### src/rtl/rx_cpu_arb_pkg.sv
// Shared types and constants for the CPU RX admission arbiter.
package rx_cpu_arb_pkg;

  typedef enum logic [2:0] {IDLE, SIZE, CHECK, XFER, DROP} arb_state_t;

  localparam int unsigned CNT_W   = 32;
  localparam int unsigned MAX_SRC = 8;
  localparam int unsigned SIZE_W  = 16;

  // Next source index after idx, wrapping at n.
  function automatic int unsigned wrap_inc(input int unsigned idx, input int unsigned n);
    return (idx + 1 >= n) ? 0 : idx + 1;
  endfunction

endpackage

### src/rtl/rx_cpu_arb_rr_pick.sv
// Round-robin picker: first requester at or after ptr, wrapping; one-hot grant plus index.
module rr_pick #(
  parameter int unsigned N     = 2,
  parameter int unsigned IDX_W = (N > 1) ? $clog2(N) : 1
) (
  input  logic [N-1:0]     req,
  input  logic [IDX_W-1:0] ptr,
  output logic [N-1:0]     grant_c,
  output logic [IDX_W-1:0] idx_c
);

  logic        found;
  int unsigned cand;

  always_comb begin
    grant_c = '0;
    idx_c   = '0;
    found   = 1'b0;
    cand    = 0;
    for (int unsigned i = 0; i < N; i++) begin
      cand = 32'(ptr) + i;
      if (cand >= N) cand = cand - N;
      if (!found && req[IDX_W'(cand)]) begin
        found                  = 1'b1;
        grant_c[IDX_W'(cand)]  = 1'b1;
        idx_c                  = IDX_W'(cand);
      end
    end
  end

endmodule

### src/rtl/rx_cpu_arb.sv
// Packet-granular round-robin admission arbiter in front of the CPU RX buffer.
// Define RX_CPU_ARB_STATS_EN to add per-source saturating drop/no-space counters.
module rx_cpu_arb
  import rx_cpu_arb_pkg::*;
#(
  parameter int unsigned N_SRC   = 2,
  parameter int unsigned DATA_W  = 64,
  parameter int unsigned EMPTY_W = 3
) (
  input  logic                       clk_i,
  input  logic                       rst_i,
  input  logic [N_SRC-1:0]           src_req_i,
  input  logic [N_SRC*SIZE_W-1:0]    src_size_i,
  input  logic [N_SRC*DATA_W-1:0]    src_data_i,
  input  logic [N_SRC-1:0]           src_sop_i,
  input  logic [N_SRC-1:0]           src_eop_i,
  input  logic [N_SRC*EMPTY_W-1:0]   src_empty_i,
  input  logic [N_SRC-1:0]           src_val_i,
  output logic [N_SRC-1:0]           src_ready_o,
  input  logic [SIZE_W-1:0]          cpu_mtu_i,
  output logic [SIZE_W-1:0]          buf_size_o,
  input  logic                       buf_wa_i,
  output logic [DATA_W-1:0]          buf_data_o,
  output logic                       buf_sop_o,
  output logic                       buf_eop_o,
  output logic [EMPTY_W-1:0]         buf_empty_o,
  output logic                       buf_val_o,
  input  logic                       buf_ready_i,
  output logic                       busy_o
`ifdef RX_CPU_ARB_STATS_EN
  ,
  output logic [CNT_W-1:0]           drop_cnt_o    [N_SRC],
  output logic [CNT_W-1:0]           nospace_cnt_o [N_SRC]
`endif
);

  localparam int unsigned IDX_W = (N_SRC > 1) ? $clog2(N_SRC) : 1;

  if (N_SRC < 2 || N_SRC > MAX_SRC) begin : g_bad_cfg
    $error("rx_cpu_arb: N_SRC out of range");
  end

  arb_state_t        state, state_nxt;
  logic [IDX_W-1:0]  idx, idx_nxt, idx_inc;
  logic [IDX_W-1:0]  rr_ptr, rr_ptr_nxt;
  logic [SIZE_W-1:0] size_nxt;
  logic [N_SRC-1:0]  pick_grant_c;
  logic [IDX_W-1:0]  pick_idx_c;
  logic              oversize_c;

  logic [DATA_W-1:0]  data_a  [N_SRC];
  logic [SIZE_W-1:0]  size_a  [N_SRC];
  logic [EMPTY_W-1:0] empty_a [N_SRC];

  for (genvar g = 0; g < N_SRC; g++) begin : g_unpack
    assign data_a[g]  = src_data_i[g*DATA_W +: DATA_W];
    assign size_a[g]  = src_size_i[g*SIZE_W +: SIZE_W];
    assign empty_a[g] = src_empty_i[g*EMPTY_W +: EMPTY_W];
  end

  rr_pick #(.N(N_SRC), .IDX_W(IDX_W)) u_pick (
    .req     (src_req_i),
    .ptr     (rr_ptr),
    .grant_c (pick_grant_c),
    .idx_c   (pick_idx_c)
  );

  assign idx_inc    = IDX_W'(wrap_inc(32'(idx), N_SRC));
  assign oversize_c = buf_size_o > cpu_mtu_i;
  assign busy_o     = (state != IDLE);

  always_ff @(posedge clk_i) begin
    if (rst_i) begin
      state      <= IDLE;
      idx        <= '0;
      rr_ptr     <= '0;
      buf_size_o <= '0;
    end else begin
      state      <= state_nxt;
      idx        <= idx_nxt;
      rr_ptr     <= rr_ptr_nxt;
      buf_size_o <= size_nxt;
    end
  end

  // Next state plus the granted source's zero-latency beat path.
  always_comb begin
    state_nxt   = state;
    idx_nxt     = idx;
    rr_ptr_nxt  = rr_ptr;
    size_nxt    = buf_size_o;
    src_ready_o = '0;
    buf_data_o  = '0;
    buf_sop_o   = 1'b0;
    buf_eop_o   = 1'b0;
    buf_empty_o = '0;
    buf_val_o   = 1'b0;
    case (state)
      IDLE: begin
        if (|pick_grant_c) begin
          idx_nxt   = pick_idx_c;
          state_nxt = SIZE;
        end
      end
      SIZE: begin
        size_nxt  = size_a[idx];
        state_nxt = CHECK;
      end
      CHECK: begin
        if (oversize_c) begin
          state_nxt = DROP;
        end else if (buf_wa_i) begin
          state_nxt = XFER;
        end else begin
          // No room: yield to the next source instead of blocking the head.
          rr_ptr_nxt = idx_inc;
          state_nxt  = IDLE;
        end
      end
      XFER: begin
        src_ready_o[idx] = buf_ready_i;
        buf_data_o       = data_a[idx];
        buf_sop_o        = src_sop_i[idx];
        buf_eop_o        = src_eop_i[idx];
        buf_empty_o      = empty_a[idx];
        buf_val_o        = src_val_i[idx];
        if (src_val_i[idx] && buf_ready_i && src_eop_i[idx]) begin
          rr_ptr_nxt = idx_inc;
          state_nxt  = IDLE;
        end
      end
      DROP: begin
        src_ready_o[idx] = 1'b1;
        if (src_val_i[idx] && src_eop_i[idx]) begin
          rr_ptr_nxt = idx_inc;
          state_nxt  = IDLE;
        end
      end
      default: state_nxt = IDLE;
    endcase
  end

`ifdef RX_CPU_ARB_STATS_EN
  logic [N_SRC-1:0] drop_inc_c, nospace_inc_c;

  always_comb begin
    drop_inc_c    = '0;
    nospace_inc_c = '0;
    if (state == DROP && src_val_i[idx] && src_eop_i[idx]) drop_inc_c[idx] = 1'b1;
    if (state == CHECK && !oversize_c && !buf_wa_i)        nospace_inc_c[idx] = 1'b1;
  end

  // Saturating per-source event counters.
  always_ff @(posedge clk_i) begin
    if (rst_i) begin
      for (int i = 0; i < N_SRC; i++) begin
        drop_cnt_o[i]    <= '0;
        nospace_cnt_o[i] <= '0;
      end
    end else begin
      for (int i = 0; i < N_SRC; i++) begin
        if (drop_inc_c[i] && drop_cnt_o[i] != '1)
          drop_cnt_o[i] <= drop_cnt_o[i] + CNT_W'(1);
        if (nospace_inc_c[i] && nospace_cnt_o[i] != '1)
          nospace_cnt_o[i] <= nospace_cnt_o[i] + CNT_W'(1);
      end
    end
  end
`endif

endmodule

### config.mk
export PLATFORM = sky130hd
export DESIGN_NAME = rx_cpu_arb
export DESIGN_NICKNAME = d
export VERILOG_FILES = /design/src/rtl/rx_cpu_arb_pkg.sv /design/src/rtl/rx_cpu_arb_rr_pick.sv /design/src/rtl/rx_cpu_arb.sv
export SDC_FILE = /design/constraint.sdc
export NUM_CORES = 1
export LEC_CHECK = 0
export CAP_MARGIN = 10
export CORE_AREA = 2 2 109 111
export CTS_CLUSTER_DIAMETER = 30
export DETAILED_ROUTE_END_ITERATION = 10
export DIE_AREA = 0 0 111 113
export GPL_TIMING_DRIVEN = 1
export HOLD_SLACK_MARGIN = 0.1
export PLACE_DENSITY_LB_ADDON = 0.2
export SLEW_MARGIN = 20
export SYNTH_ARGS = -nofsm -noshare
export SYNTH_HDL_FRONTEND = slang
export SYNTH_SLANG_ARGS = --single-unit
### constraint.sdc
create_clock -name clk_i -period 3.7 [get_ports clk_i]
set_input_delay 0.37 -clock clk_i [delete_from_list [all_inputs] [get_ports clk_i]]
set_output_delay 0.37 -clock clk_i [all_outputs]
set_load 0.05 [all_outputs]
**Word level (Yosys, flattened, before mapping)**

Cells that the tools add are included.
W data, S select, Z words.

- Register bits: 21
- Input bits: 194
- Output and inout port bits: 89
- Logic and storage cells: 96

- Add/subtract/negate cells: 4
- $lt $le $gt $ge: 11
- Equality and inequality tests: 9
- Muxes and demuxes: 50
- Bitwise gates (word level): 3
- Reduce and logical (&&, ||, !) cells: 15

Operator list:

| kind | number |
|---|---|
| $mux W64 | 4 |
| $mux W16 | 3 |
| $mux W1 | 26 |
| $mux W3 | 8 |
| $gt A16 B16 Y1 | 1 |
| $pmux W3 S5 | 1 |
| $ne A2 B2 Y1 const B | 5 |
| $logic_and A1 B1 Y1 | 7 |
| $eq A3 B2 Y1 const B | 2 |
| $ge A2 B2 Y1 const B | 3 |
| $lt A1 B2 Y1 const B | 3 |
| $mux W2 | 3 |
| $reduce_bool A3 Y1 | 2 |
| $reduce_and A5 Y1 | 1 |
| $add A1 B1 Y2 const B | 2 |
| $pmux W2 S2 | 1 |
| $demux W1 S1 | 3 |
| $eq A3 B1 Y1 const B | 1 |
| $eq A3 B3 Y1 const B | 1 |
| $ge A1 B1 Y1 const B | 3 |
| $logic_not A3 Y1 | 1 |
| $pmux W1 S3 | 1 |
| $reduce_and A3 Y1 | 1 |
| $and A2 B2 Y2 | 1 |
| other kinds (7) | 8 |

**Longest topological paths before layout**

- Depth after elaboration: 12
- Depth in mapped cells: 8
- Mapped depth without buffers: 8

**Cells and area by module**

A second synthesis with hierarchy kept.

- Cell total of the unflattened synthesis: 324
- Area, all modules: 2463.6 µm²

By module, submodules not included:

| module | instances | cells an instance | area an instance (µm²) | seq. area each (µm²) |
|---|---|---|---|---|
| rx_cpu_arb | 1 | 320 | 2433.6 | 420.4 |
| rr_pick | 1 | 4 | 30.0 | 0.0 |

**Worst setup path after synthesis**

OpenSTA, ideal clock, no wires.

- Kind: register -> register
- From: register buf_size_o[5]
- To: register rr_ptr
- Setup time: 0.121 ns
- Arrival: 2.207 ns
- Required time: 3.579 ns
- Setup slack: 1.372 ns
- Cell stages (with the launch flop): 8
- Buffers on the path: 0
- Clock period less this slack: 2.328 ns
- Path through: dfxtp_1 > ha_1 > a21oi_1 > o21ai_1 > a221o_1 > o31a_2 > a21oi_2 > mux2_4

- Longest elaborated chain between the ends: 3

RTL lines:

| item | RTL line | RTL |
|---|---|---|
| start: declaration | rx_cpu_arb.sv:21 | `output logic [SIZE_W-1:0] buf_size_o,` |
| start signal: assignment | rx_cpu_arb.sv:82 | `buf_size_o <= size_nxt;` |
| $gt A16 B16 Y1 | rx_cpu_arb.sv:69 | `assign oversize_c = buf_size_o > cpu_mtu_i;` |
| $ne A2 B2 Y1 (no line) | - |  |
| $reduce_and A5 Y1 (no line) | - |  |
| end signal: assignment | rx_cpu_arb.sv:81 | `rr_ptr <= rr_ptr_nxt;` |
| end: declaration | rx_cpu_arb.sv:45 | `logic [IDX_W-1:0] rr_ptr, rr_ptr_nxt;` |

Every way passes these cells.
A chain may end at the register's enable or synchronous reset.

**Worst setup path after layout**

- From: register state[0]
- To: output buf_data_o[48]

- Longest elaborated chain between the ends: 2

RTL lines:

| item | RTL line | RTL |
|---|---|---|
| start: declaration | rx_cpu_arb.sv:43 | `arb_state_t state, state_nxt;` |
| start signal: assignment | rx_cpu_arb.sv:79 | `state <= state_nxt;` |
| $eq A3 B2 Y1 | rx_cpu_arb.sv:98 | `case (state)` |
| $mux W64 | rx_cpu_arb.sv:98 |  |
| end: declaration | rx_cpu_arb.sv:23 | `output logic [DATA_W-1:0] buf_data_o,` |

Every way passes these cells.

==> reports/qor.yml <==
logic_synthesis:
  yosysWarnings: 0
  synth_top_area_frac: 0.350
  synth-edff-count: 0
  synth_simple_gate_area_frac: 0.212
  syn_nets: 536
  synth_mux_area_frac: 0.356
  synth-compound-area-share: 0.113
  synth_top_family_by_area: "multiplexers"
  yosysMostFrequentCell: "nor2_1"
  synth-adder-area-share: 0.0815
  synth_xor_xnor_area_share: 0
  yosys-top-cells-count: "nor2_1, mux2i_1, dfxtp_1"
  synth_cell_type_count: 34
  avgSynthCellArea_sq_um: 7.54
  ys.flop_type: "dfxtp_1"
  yosys-top-cells-area: "mux2i_1, dfxtp_1, nor2_1, ha_1, a211oi_1"
  syn_inst: 326
  ys_async_sr_fraction: 0
  ys_ff_latch: 21
  ys_seq_area_frac: 0.171
  syn_area_sq_mm: 0.00246
  synth_area_leader_cell: "mux2i_1"
pwr:
  ir_drop_mv: 0.166
  power.density_mw_per_mm2: 235
  p_leak_nw: 2.02
grt:
  grt_pass1_wl_um: 19000
  antenna_found_initial: 1
  grt_util_all_layers: 0.190
  grt_pass1_vias: 3434
  overflow: 0
  grt_max_degree: 53
floorplan:
  die_h_um: 113
  row_count: 39
  fp.dieArea_sq_mm: 0.0125
  ios: 283
  start_util: 0.218
  die_w_um: 111
  placeableCoreArea_sq_mm: 0.0113
cts:
  cts_buffer_depth: 2
  post_cts_buffers: 0
  cts_tree: "built"
  clkLatencyLatePin_ns: 0.25
  cts-buffers-inserted: 3
  h-tree-depth: 1
  path_clk_slew_ns: 0.06
  hold_buffers: 0
  cts_root_buffer: "clkbuf_16"
  cts.sinks: 21
  cts_resized: 0
setup_path:
  crit_path_start_kind: "flip-flop"
  cp_data_arrival_time_ns: 2.99
  cpMaxStageDelayCell: "clkdlybuf4s50_1"
  crit_end: "buf_data_o[48]"
  critPathCaptureType: "output port"
  cp_slowest_stage_delay_ns: 0.81
  worst-r2r-setup-slack_ns: 1.55
  startpoint: "state[0]$_SDFFE_PP0P_"
  path_cells: "nor2b_1 > nand2_2 > buf_4 > nor2_1 > clkdlybuf4s50_1"
  r2r_cells: 5
  worst-setup-path-type: "flip-flop to output port"
  critical_path_required_ns: 3.33
  crit_fanout: 52
  r2r_end: "rr_ptr$_SDFFE_PP0P_"
  timing.rr.start: "idx$_SDFFE_PP0P_"
route:
  viasPerCell: 4.47
  routed_wl_um: 12500
  num_vias: 3300
  ant_nets: 0
  wl_per_cell_um: 17.0
  drt_first_pass_iters: 4
  route.detailed.drc: 0
  drt_iter0_markers: 90
hold_path:
  hold_start: "buf_size_o[0]$_SDFFE_PP0N_"
  min_path_type: "flip-flop to flip-flop"
timing:
  slew_headroom: 0.367
  post-route-period-util: 0.909
  rsz0062_at_grt: "false"
  setup_viol: 0
  hold_viol_final: 0
  fmax_mhz: 297
  finalClockSkew_ns: 0.00118
  maxSlewViolCount: 0
  setup_tns_ns: 0
  worst_slew_pin_slew_ns: 0.946
  period_minus_slack_ns: 3.36
job:
  drv_cap: 0
placement:
  dp_hpwl_um: 10500
  place.gp.congestion: 0.862
  portBuffers: 282
outcome:
  status: "finished, final reports clean"
layout:
  drive_gt1_frac: 0.0304
  multi_input_area_sq_mm: 0.00188
  nets: 804
  area_delta_synth_final_pct: 124
  regArea_sq_um: 424
  final_core_util: 0.488
  num-fill-cells: 1111
[worst min-delay path by stage]
stage	end	slack (ns)	depth (start not counted)
after global routing	buf_size_o[15]$_SDFFE_PP0N_	0.54	2
after global placement	buf_size_o[0]$_SDFFE_PP0N_	0.50	2
final	buf_size_o[0]$_SDFFE_PP0N_	0.52	2
after CTS	buf_size_o[0]$_SDFFE_PP0N_	0.52	2
after floorplan	state[2]$_SDFFE_PP0P_	0.50	1
after detailed placement	buf_size_o[0]$_SDFFE_PP0N_	0.51	2
[logic make-up (layout without fill, tap and decap cells)]
logic type / Yosys count / in the layout
and+or+nand+nor: 123 / 123
AOI/OAI and AO/OA: 38 / 38
adders and majority gates: 16 / 16
buffers and inverters: 41 / 308
DFF: 21 / 21
other: 0 / 2
muxes: 87 / 87
[sequential cells by signal, indices dropped and copies added (netlist names)]
signal,cells
rr_ptr,1
state,3
idx,1
buf_size_o,16
[per-layer routing]
metal  part of all wire  global-route usage
met2               0.48               0.329
met4              0.015              0.0400
met1               0.42               0.225
met3              0.093              0.0734
met5                  0                   0
[area by class of cell]
class	count	share of cell area
Antenna cell	2	0.000909
Tap cell	143	0.0325
Sequential cell	21	0.0771
Timing Repair Buffer	287	0.522
Clock buffer	4	0.0143
Multi-Input combinational cell	264	0.342
Inverter	17	0.0116
[power by group]
group / leakage (nW) / internal, W / switching, W
Clock: 0.0382 / 0.000147 / 0.0000837
Combinational: 1.81 / 0.000387 / 0.000377
Sequential: 0.174 / 0.000256 / 0.0000432
[worst max-delay path: cells and delay by family, from the launching register on]
family        cells  cell delay, ns
buf+inv           2            1.26
flops             1            0.42
simple gates      3            1.02
[metrics by stage]
step,instances,hold WS (ns),setup slack [ns],power [W],cell area [sq um]
3_5_place_dp,732,0.508,0.624,0.00107,5420
3_3_place_gp,732,0.504,0.720,0.00106,5420
6_report,738,0.516,0.338,0.00129,5500
5_1_grt,736,0.544,0.117,0.00137,5500
4_1_cts,736,0.516,0.331,0.00131,5500
2_1_floorplan,326,0.498,1.37,0.000709,2460
[cell usage in the layout, fill, tap and decap left out, drive strengths merged, types with 5 or more instances in the layout]
master,synthesis,routed
buf,13,5
nor2,93,93
dfxtp,21,21
a21oi,8,8
ha,16,16
mux2i,86,86
a211oi,16,16
nor2b,6,6
clkdlybuf4s50,0,282
inv,17,17
nand2,9,9
No activity file was read; power rests on OpenSTA's default activity.
